$ cat src/rtl/echo_pkg.sv
// rtl/echo_pkg.sv - shared constants and sizing helper for the echo datapath
package echo_pkg;

  localparam logic [7:0] ASCII_CR = 8'h0D;
  localparam logic [7:0] ASCII_LF = 8'h0A;

  localparam int DEFAULT_WIDTH = 8;
  localparam int DEFAULT_DEPTH = 16;

  // Occupancy counters must represent 0..depth inclusive.
  function automatic int count_width(input int depth);
    return $clog2(depth + 1);
  endfunction

endpackage

$ cat src/rtl/echo_fifo_mem.sv
// rtl/echo_fifo_mem.sv - Width x Depth register array, one write port, async read port
module echo_fifo_mem #(
  parameter int Width = 8,
  parameter int Depth = 16
) (
  input  logic                     clk,
  input  logic                     wr_en,
  input  logic [$clog2(Depth)-1:0] wr_addr,
  input  logic [Width-1:0]         wr_data,
  input  logic [$clog2(Depth)-1:0] rd_addr,
  output logic [Width-1:0]         rd_data
);

  logic [Width-1:0] mem [Depth];

  always_ff @(posedge clk) begin
    if (wr_en) begin
      mem[wr_addr] <= wr_data;
    end
  end

  assign rd_data = mem[rd_addr];

endmodule

$ cat src/rtl/echo_line_fifo.sv
// rtl/echo_line_fifo.sv - first-word-fall-through echo FIFO with occupancy status
// ECHO_LINE_MODE_EN holds output until a terminator-ended line is stored.
module echo_line_fifo
  import echo_pkg::*;
#(
  parameter int               Width      = DEFAULT_WIDTH,
  parameter int               Depth      = DEFAULT_DEPTH,
  parameter logic [Width-1:0] Terminator = Width'(ASCII_CR)
) (
  input  logic                            Clock,
  input  logic                            Reset,
  input  logic [Width-1:0]                DataIn,
  input  logic                            DataInValid,
  output logic                            DataInReady,
  output logic [Width-1:0]                DataOut,
  output logic                            DataOutValid,
  input  logic                            DataOutReady,
  output logic [count_width(Depth)-1:0]   Count,
  output logic                            Full,
  output logic                            Empty,
  output logic [count_width(Depth)-1:0]   LinesPending
);

  localparam int AW = $clog2(Depth);
  localparam int CW = count_width(Depth);

  logic [AW-1:0] wr_ptr;
  logic [AW-1:0] rd_ptr;
  logic [CW-1:0] count_q;
  logic          wr_acc;
  logic          rd_acc;

  assign Count       = count_q;
  assign Full        = (count_q == CW'(Depth));
  assign Empty       = (count_q == '0);
  assign DataInReady = !Full;
  assign wr_acc      = DataInValid && DataInReady;
  assign rd_acc      = DataOutValid && DataOutReady;

  echo_fifo_mem #(
    .Width (Width),
    .Depth (Depth)
  ) u_mem (
    .clk     (Clock),
    .wr_en   (wr_acc && !Reset),
    .wr_addr (wr_ptr),
    .wr_data (DataIn),
    .rd_addr (rd_ptr),
    .rd_data (DataOut)
  );

  always_ff @(posedge Clock) begin
    if (Reset) begin
      wr_ptr  <= '0;
      rd_ptr  <= '0;
      count_q <= '0;
    end else begin
      if (wr_acc) wr_ptr <= wr_ptr + AW'(1);
      if (rd_acc) rd_ptr <= rd_ptr + AW'(1);
      case ({wr_acc, rd_acc})
        2'b10:   count_q <= count_q + CW'(1);
        2'b01:   count_q <= count_q - CW'(1);
        default: count_q <= count_q;
      endcase
    end
  end

`ifdef ECHO_LINE_MODE_EN
  logic [CW-1:0] lines_q;
  logic          term_in;
  logic          term_out;

  assign term_in      = wr_acc && (DataIn == Terminator);
  assign term_out     = rd_acc && (DataOut == Terminator);
  assign LinesPending = lines_q;
  // Full also releases output so a line longer than the FIFO cannot deadlock.
  assign DataOutValid = !Empty && ((lines_q != '0) || Full);

  always_ff @(posedge Clock) begin
    if (Reset) begin
      lines_q <= '0;
    end else begin
      case ({term_in, term_out})
        2'b10:   lines_q <= lines_q + CW'(1);
        2'b01:   lines_q <= lines_q - CW'(1);
        default: lines_q <= lines_q;
      endcase
    end
  end
`else
  logic unused_terminator;

  assign unused_terminator = ^Terminator;
  assign LinesPending      = '0;
  assign DataOutValid      = !Empty;
`endif

endmodule

$ cat config.mk
export PLATFORM = sky130hd
export DESIGN_NAME = echo_line_fifo
export DESIGN_NICKNAME = d
export VERILOG_FILES = /design/src/rtl/echo_pkg.sv /design/src/rtl/echo_fifo_mem.sv /design/src/rtl/echo_line_fifo.sv
export SDC_FILE = /design/constraint.sdc
export NUM_CORES = 1
export LEC_CHECK = 0
export BUFFER_PORTS_ARGS = -buffer_cell sky130_fd_sc_hd__buf_2
export CORE_UTILIZATION = 50
export CTS_CLUSTER_SIZE = 24
export DETAILED_ROUTE_END_ITERATION = 8
export PLACE_DENSITY = 0.68
export SLEW_MARGIN = 15
export SYNTH_ARGS = -nofsm -noshare
export SYNTH_HDL_FRONTEND = slang
export SYNTH_SLANG_ARGS = --single-unit
$ cat constraint.sdc
create_clock -name Clock -period 3.5 [get_ports Clock]
set_input_delay 0.525 -clock Clock [delete_from_list [all_inputs] [get_ports Clock]]
set_output_delay 0.525 -clock Clock [all_outputs]
set_load 0.01 [all_outputs]
==> flow_metrics.py, run 1 <==
metrics = {
    "routing": {
        "drtPass1Iterations": 6,
        "ant_nets": 0,
        "via_per_inst": 5.714,
        "post_drt_wl_per_cell_microns": 21.31,
        "wl_microns": 10870,
        "drtIter0Drc": 208,
        "drc": 0,
        "vias": 2914,
    },
    "die": {
        "io_pins": 34,
        "initial_core_util_pct": 52.39,
        "num_rows": 38,
        "chipHeight_microns": 109.7,
        "coreArea_sq_um": 11080,
        "dieArea_sq_um": 12040,
        "fp.dieW_microns": 109.7,
    },
    "job": {
        "drv_cap": 0,
    },
    "timing": {
        "rsz0062_at_grt": "false",
        "relSlewSlack_pct": 36.56,
        "hold-worst-slack_ps": 493.3,
        "layout_min_cycle_time_ps": 2957,
        "fin_crit_sh_pct": 84.47,
        "drv_slew": 0,
        "tightestPinTransition_ps": 948.1,
        "finalSetupTns_ps": 0,
        "hold_viol_final": 0,
        "finClkSkew_ps": 8.327,
        "fmax_mhz": 338.2,
        "setup_viol": 0,
    },
    "clock_tree": {
        "cts-buffers-inserted": 17,
        "holdBufCountCts": 0,
        "post_cts_buffers": 0,
        "numClockSinks": 145,
        "ctsResizeCount": 0,
        "path_clk_slew_ps": 60,
        "clock_path_buffers": 2,
        "root_buffer": "clkbuf_16",
        "cts_tree": "done",
        "h-tree-depth": 4,
        "clk_latency_ps": 410,
    },
    "power_and_ir_drop": {
        "internal_power_mw": 3.366,
        "combPwrFrac_pct": 17.7,
        "pwr-share-clk_pct": 38.1,
        "p_leak_nw": 2.258,
        "seq_power_share_pct": 44.2,
        "ir_worst_vdd_uv": 381.7,
        "p_switching_mw": 1.200,
        "power_density_nw_per_um2": 687.7,
        "switching_share_pct": 26.28,
    },
    "synthesis": {
        "netlist_area_sq_um": 5804,
        "seq_area_frac_synth_pct": 72.08,
        "synth_cell_types": 33,
        "syn_area_per_cell_sq_um": 17.97,
        "ys_warn_count": 0,
        "ys_ff_latch": 145,
        "syn_inst": 323,
    },
    "global_routing": {
        "grt_pass1_wl_microns": 16690,
        "grt_pass1_vias": 3042,
        "gr-total-overflow": 0,
        "antenna_found_initial": 0,
        "grt_max_degree": 29,
        "track_usage_pct": 20.01,
    },
    "setup_path": {
        "required_ps": 3800,
        "crit_path_end_kind": "flip-flop",
        "path_max_fanout": 7,
        "worstPathArrival_ps": 3250,
        "crit_path_start_kind": "flip-flop",
        "crit_type": "flip-flop to flip-flop",
    },
    "final_layout": {
        "drive_gt1_share_pct": 27.03,
        "nets": 380,
        "fin_area_sq_um": 6639,
        "synthToLayoutAreaGrowth_pct": 14.38,
        "diodes": 0,
    },
    "placed_design": {
        "place_area_sq_um": 6071,
        "io_buffers": 28,
        "dp_hpwl_microns": 6732,
        "place.gp.congestion": 0.7007,
    },
    "status": {
        "outcome": "finished clean",
    },
    "hold_path": {
        "hold_class": "primary input to flip-flop",
    },
}
logic make-up after synthesis:
| logic type | after synthesis | share of synthesized area, % |
|---|---|---|
| fa+ha+maj | 10 | 2.285 |
| mux | 37 | 13.32 |
| simple gates | 68 | 5.152 |
| flops | 145 | 72.08 |
| xor+xnor | 7 | 1.056 |
| other cells | 1 | 0.06461 |
| buf+inv | 29 | 2.371 |
| compound gates | 26 | 3.665 |
per-stage QoR:
stage | util, % | total power, mW | instances | worst slack, ps
finish | 59.93 | 4.566 | 510 | 543.4
global route | 59.93 | 4.745 | 510 | 396.3
CTS | 59.93 | 4.598 | 510 | 567.1
detailed placement | 54.80 | 2.871 | 479 | 579.5
global placement | 54.80 | 2.847 | 479 | 688.0
floorplan | - | 2.632 | 327 | 859.9
cells in the final DEF (no fill, tap or decap), drive strengths merged:
cell,instances
mux2,2
a21o,1
nor4,2
nor4bb,1
buf,31
bufinv,2
conb,5
and2,1
or3,2
a21boi,1
fa,1
inv,12
nor2b,3
a22oi,16
a21oi,4
xnor2,1
o21ai,1
or4,1
nand2b,2
edfxtp,128
ha,9
o211ai,3
and3,1
nand2,15
dfxtp,17
clkbuf,18
nor2,39
mux2i,3
clkinvlp,1
clkinv,8
mux4,32
xor2,6
nand4,1
final cells by class:
| class | instances | area (sq um) |
|---|---|---|
| multi-input cells | 153 | 1498 |
| inverters | 10 | 37.54 |
| clock buffers | 18 | 429.2 |
| fillers | 814 | 4439 |
| well taps | 140 | 175.2 |
| clock inverters | 13 | 138.9 |
| repair buffers | 31 | 175.2 |
| flip-flops and latches | 145 | 4185 |
power by group through the flow:
| stage | logic [mW] | clock network, mW | registers, mW |
|---|---|---|---|
| 2_1_floorplan | 0.607 | 0 | 2.03 |
| 3_3_place_gp | 0.802 | 0 | 2.04 |
| 3_5_place_dp | 0.818 | 0 | 2.05 |
| 4_1_cts | 0.822 | 1.76 | 2.02 |
| 5_1_grt | 0.889 | 1.83 | 2.03 |
| 6_report | 0.809 | 1.74 | 2.02 |
worst max-delay path, stage by stage, from the launching register on:
cell      delay, ps
dfxtp_1         360
nor4_1          510
a21boi_2        210
inv_1            90
ha_1            250
inv_1            90
fa_1            420
nand2b_1        170
a21oi_1         170
mux2i_1         230
mux2_2          340
final timing paths:
kind | start | end | slack, ps | cells after the start
worst max-delay path | Count[0] | Count[4] | 540 | 10
worst min-delay path | DataIn[7] | u_mem.mem[8][7] | 490 | 1
worst max register to register | Count[0] | Count[4] | 540 | 10
worst min register to register | rd_ptr[3] | rd_ptr[3] | 530 | 2
sequential cells by signal, indices dropped and copies added, names as in the netlist, named ones only:
| name | cells |
|---|---|
| Count | 5 |
| rd_ptr | 4 |
| wr_ptr | 4 |
| u_mem.mem | 128 |
cell usage after synthesis (all sizes together):
| master | n | area [sq um] |
|---|---|---|
| edfxtp | 128 | 3844 |
| nor2 | 39 | 146.4 |
| mux4 | 32 | 720.7 |
| dfxtp | 17 | 340.3 |
| a22oi | 16 | 120.1 |
| nand2 | 15 | 56.30 |
| buf | 13 | 77.57 |
| inv | 10 | 37.54 |
| ha | 9 | 112.6 |
| clkbuf | 6 | 22.52 |
| xor2 | 6 | 52.55 |
| a21oi | 4 | 20.02 |
| mux2i | 3 | 30.03 |
| nor2b | 3 | 18.77 |
| o211ai | 3 | 36.28 |
| mux2 | 2 | 22.52 |
| nand2b | 2 | 12.51 |
| nor4 | 2 | 12.51 |
| or3 | 2 | 12.51 |
| a21boi | 1 | 11.26 |
| a21o | 1 | 8.760 |
| and2 | 1 | 6.260 |
| and3 | 1 | 6.260 |
| conb | 1 | 3.750 |
| fa | 1 | 20.02 |
| nand4 | 1 | 6.260 |
| nor4bb | 1 | 10.01 |
| o21ai | 1 | 16.27 |
| or4 | 1 | 11.26 |
| xnor2 | 1 | 8.760 |
metal layers:
layer	part of all wire, %	vias to the layer above	GRT usage, %
li1	-	1320	-
met1	42	1491	24.58
met2	52	92	35.04
met3	4.6	11	4.624
met4	1.2	0	6.381
met5	0	-	0
No activity file was read; power rests on OpenSTA's default activity.
==> run 2, diff against run 1 <==
- clock period: 3.5 -> 2.8 ns (I/O delays scaled with it)
==> run 2 against run 1 <==
  * Sequential share of layout area down 2.1 points
  * Sequential power is 25% higher
  * Count of clock-buffer cells in the layout is the same
  * First-iteration DRC count rose by 12%
  * Critical path depth down 1
  * Critical endpoint is now Count[3]
==> flow_metrics.py, run 2 (synthesis results as in run 1) <==
metrics = {
    "status": {
        "outcome": "finished clean",
    },
    "final_layout": {
        "final_common_cell": "edfxtp_1",
        "nets": 400,
        "diodes": 0,
        "largest_reg_flops": 128,
        "drive_gt1_share_pct": 32.23,
        "largest_register": "u_mem.mem",
        "mostFrequentLayoutCells": "edfxtp_1 (128), nor2_1 (39), mux4_2 (32), buf_2 (28), buf_4 (21)",
        "synthToLayoutAreaGrowth_pct": 18.41,
        "fin_util_pct": 62.04,
    },
    "setup_path": {
        "worstPathArrival_ps": 2960,
        "crit_type": "flip-flop to flip-flop",
        "slowest_stage": "or4_4",
        "crit_path_cell_trace": "or4_4 > o21ai_4 > inv_1 > ha_2 > ha_1 > a21o_2 > a21oi_1 > nor4_1 > or3_1",
        "required_ps": 3100,
        "path_max_fanout": 6,
        "path_buf_inv": 1,
        "crit_path_end_kind": "flip-flop",
        "crit_path_start_kind": "flip-flop",
        "crit_family": "simple AND/OR/NAND/NOR gates",
        "max_stage_delay_ps": 600,
    },
    "routing": {
        "via_per_inst": 5.531,
        "ant_nets": 0,
        "drtPass1Iterations": 4,
        "drc": 0,
        "post_drt_wl_per_cell_microns": 20.66,
        "wl_microns": 10970,
        "vias": 2937,
        "drtIter0Drc": 232,
    },
    "die": {
        "initial_core_util_pct": 52.39,
        "io_pins": 34,
        "dieArea_sq_um": 12040,
        "num_rows": 38,
        "fp.dieW_microns": 109.7,
        "coreArea_sq_um": 11080,
        "chipHeight_microns": 109.7,
    },
    "timing": {
        "setup_viol": 0,
        "tightestPinTransition_ps": 744.5,
        "drv_slew": 0,
        "layout_min_cycle_time_ps": 2660,
        "finClkSkew_ps": 11.12,
        "finalSetupTns_ps": 0,
        "hold_viol_final": 0,
        "fin_crit_sh_pct": 95.01,
        "fmax_mhz": 375.9,
        "relSlewSlack_pct": 50.18,
    },
    "power_and_ir_drop": {
        "power_density_nw_per_um2": 859.4,
        "internal_power_mw": 4.369,
        "p_leak_nw": 2.379,
        "pwr-share-clk_pct": 38.9,
        "combPwrFrac_pct": 18.5,
        "switching_share_pct": 26.03,
        "p_total_mw": 5.907,
        "p_switching_mw": 1.538,
        "seq_power_share_pct": 42.6,
        "ir_worst_vdd_uv": 500.8,
    },
    "clock_tree": {
        "clock_path_buffers": 2,
        "path_clk_slew_ps": 60,
        "cts_tree": "done",
        "cts-buffers-inserted": 17,
        "h-tree-depth": 4,
        "root_buffer": "clkbuf_16",
        "numClockSinks": 145,
        "holdBufCountCts": 0,
        "clk_latency_ps": 410,
    },
    "placed_design": {
        "dp_hpwl_microns": 6798,
        "place.gp.congestion": 0.7340,
        "io_buffers": 28,
    },
    "global_routing": {
        "grt_pass1_wl_microns": 16660,
        "grt_max_degree": 33,
        "antenna_found_initial": 0,
        "grt_pass1_vias": 2993,
        "gr-total-overflow": 0,
        "track_usage_pct": 20.34,
    },
    "job": {
        "drv_cap": 0,
    },
    "hold_path": {
        "hold_class": "primary input to flip-flop",
    },
}
-- run 2: final cells by class --
cell class              instances  area, sq um
clock buffers                  18        429.2
repair buffers                 51        337.8
flip-flops and latches        145         4187
clock inverters                14        178.9
fillers                       802         4205
inverters                      10        37.54
multi-input cells             153         1528
well taps                     140        175.2
-- run 2: final timing paths --
path	from	end	slack (ps)	cells after the start
setup reg to reg	Count[1]	Count[3]	140	9
setup / recovery	Count[1]	Count[3]	140	9
hold / removal	Reset	Count[1]	370	2
hold reg to reg	rd_ptr[3]	rd_ptr[3]	530	2
-- run 2: repair_timing --
action / in CTS / in global routing
setup endpoints to repair: 0 / 2
buffers inserted: 0 / 0
endpoints found under the hold margin: 0 / 0
gates resized for setup: 0 / 5
-- run 2: metrics by stage --
step / cell area [sq um] / hold slack [ps] / cells / worst slack (ps)
floorplan: 5819 / 484.7 / 327 / 159.9
global placement: 6233 / 521.8 / 499 / 130.8
detailed placement: 6233 / 528.9 / 499 / 38.85
CTS: 6842 / 361.0 / 531 / 17.02
global route: 6873 / 370.7 / 531 / -5.758
finish: 6873 / 372.2 / 531 / 139.7
-- run 2: power groups by stage --
stage	sequential [mW]	combinational [mW]	clock, mW
finish	2.52	1.09	2.30
global route	2.53	1.19	2.43
CTS	2.50	1.07	2.33
detailed placement	2.55	1.06	0
global placement	2.54	1.04	0
floorplan	2.53	0.758	0
-- run 2: routing by layer --
metal	wire length, microns	part of all wire, %	global-route usage (%)	up-vias
met4	107	0.98	5.714	0
met1	4475	41	24.46	1482
met3	475	4.3	6.046	9
met2	5911	54	35.58	85
met5	0	0	0	-
li1	-	-	-	1361
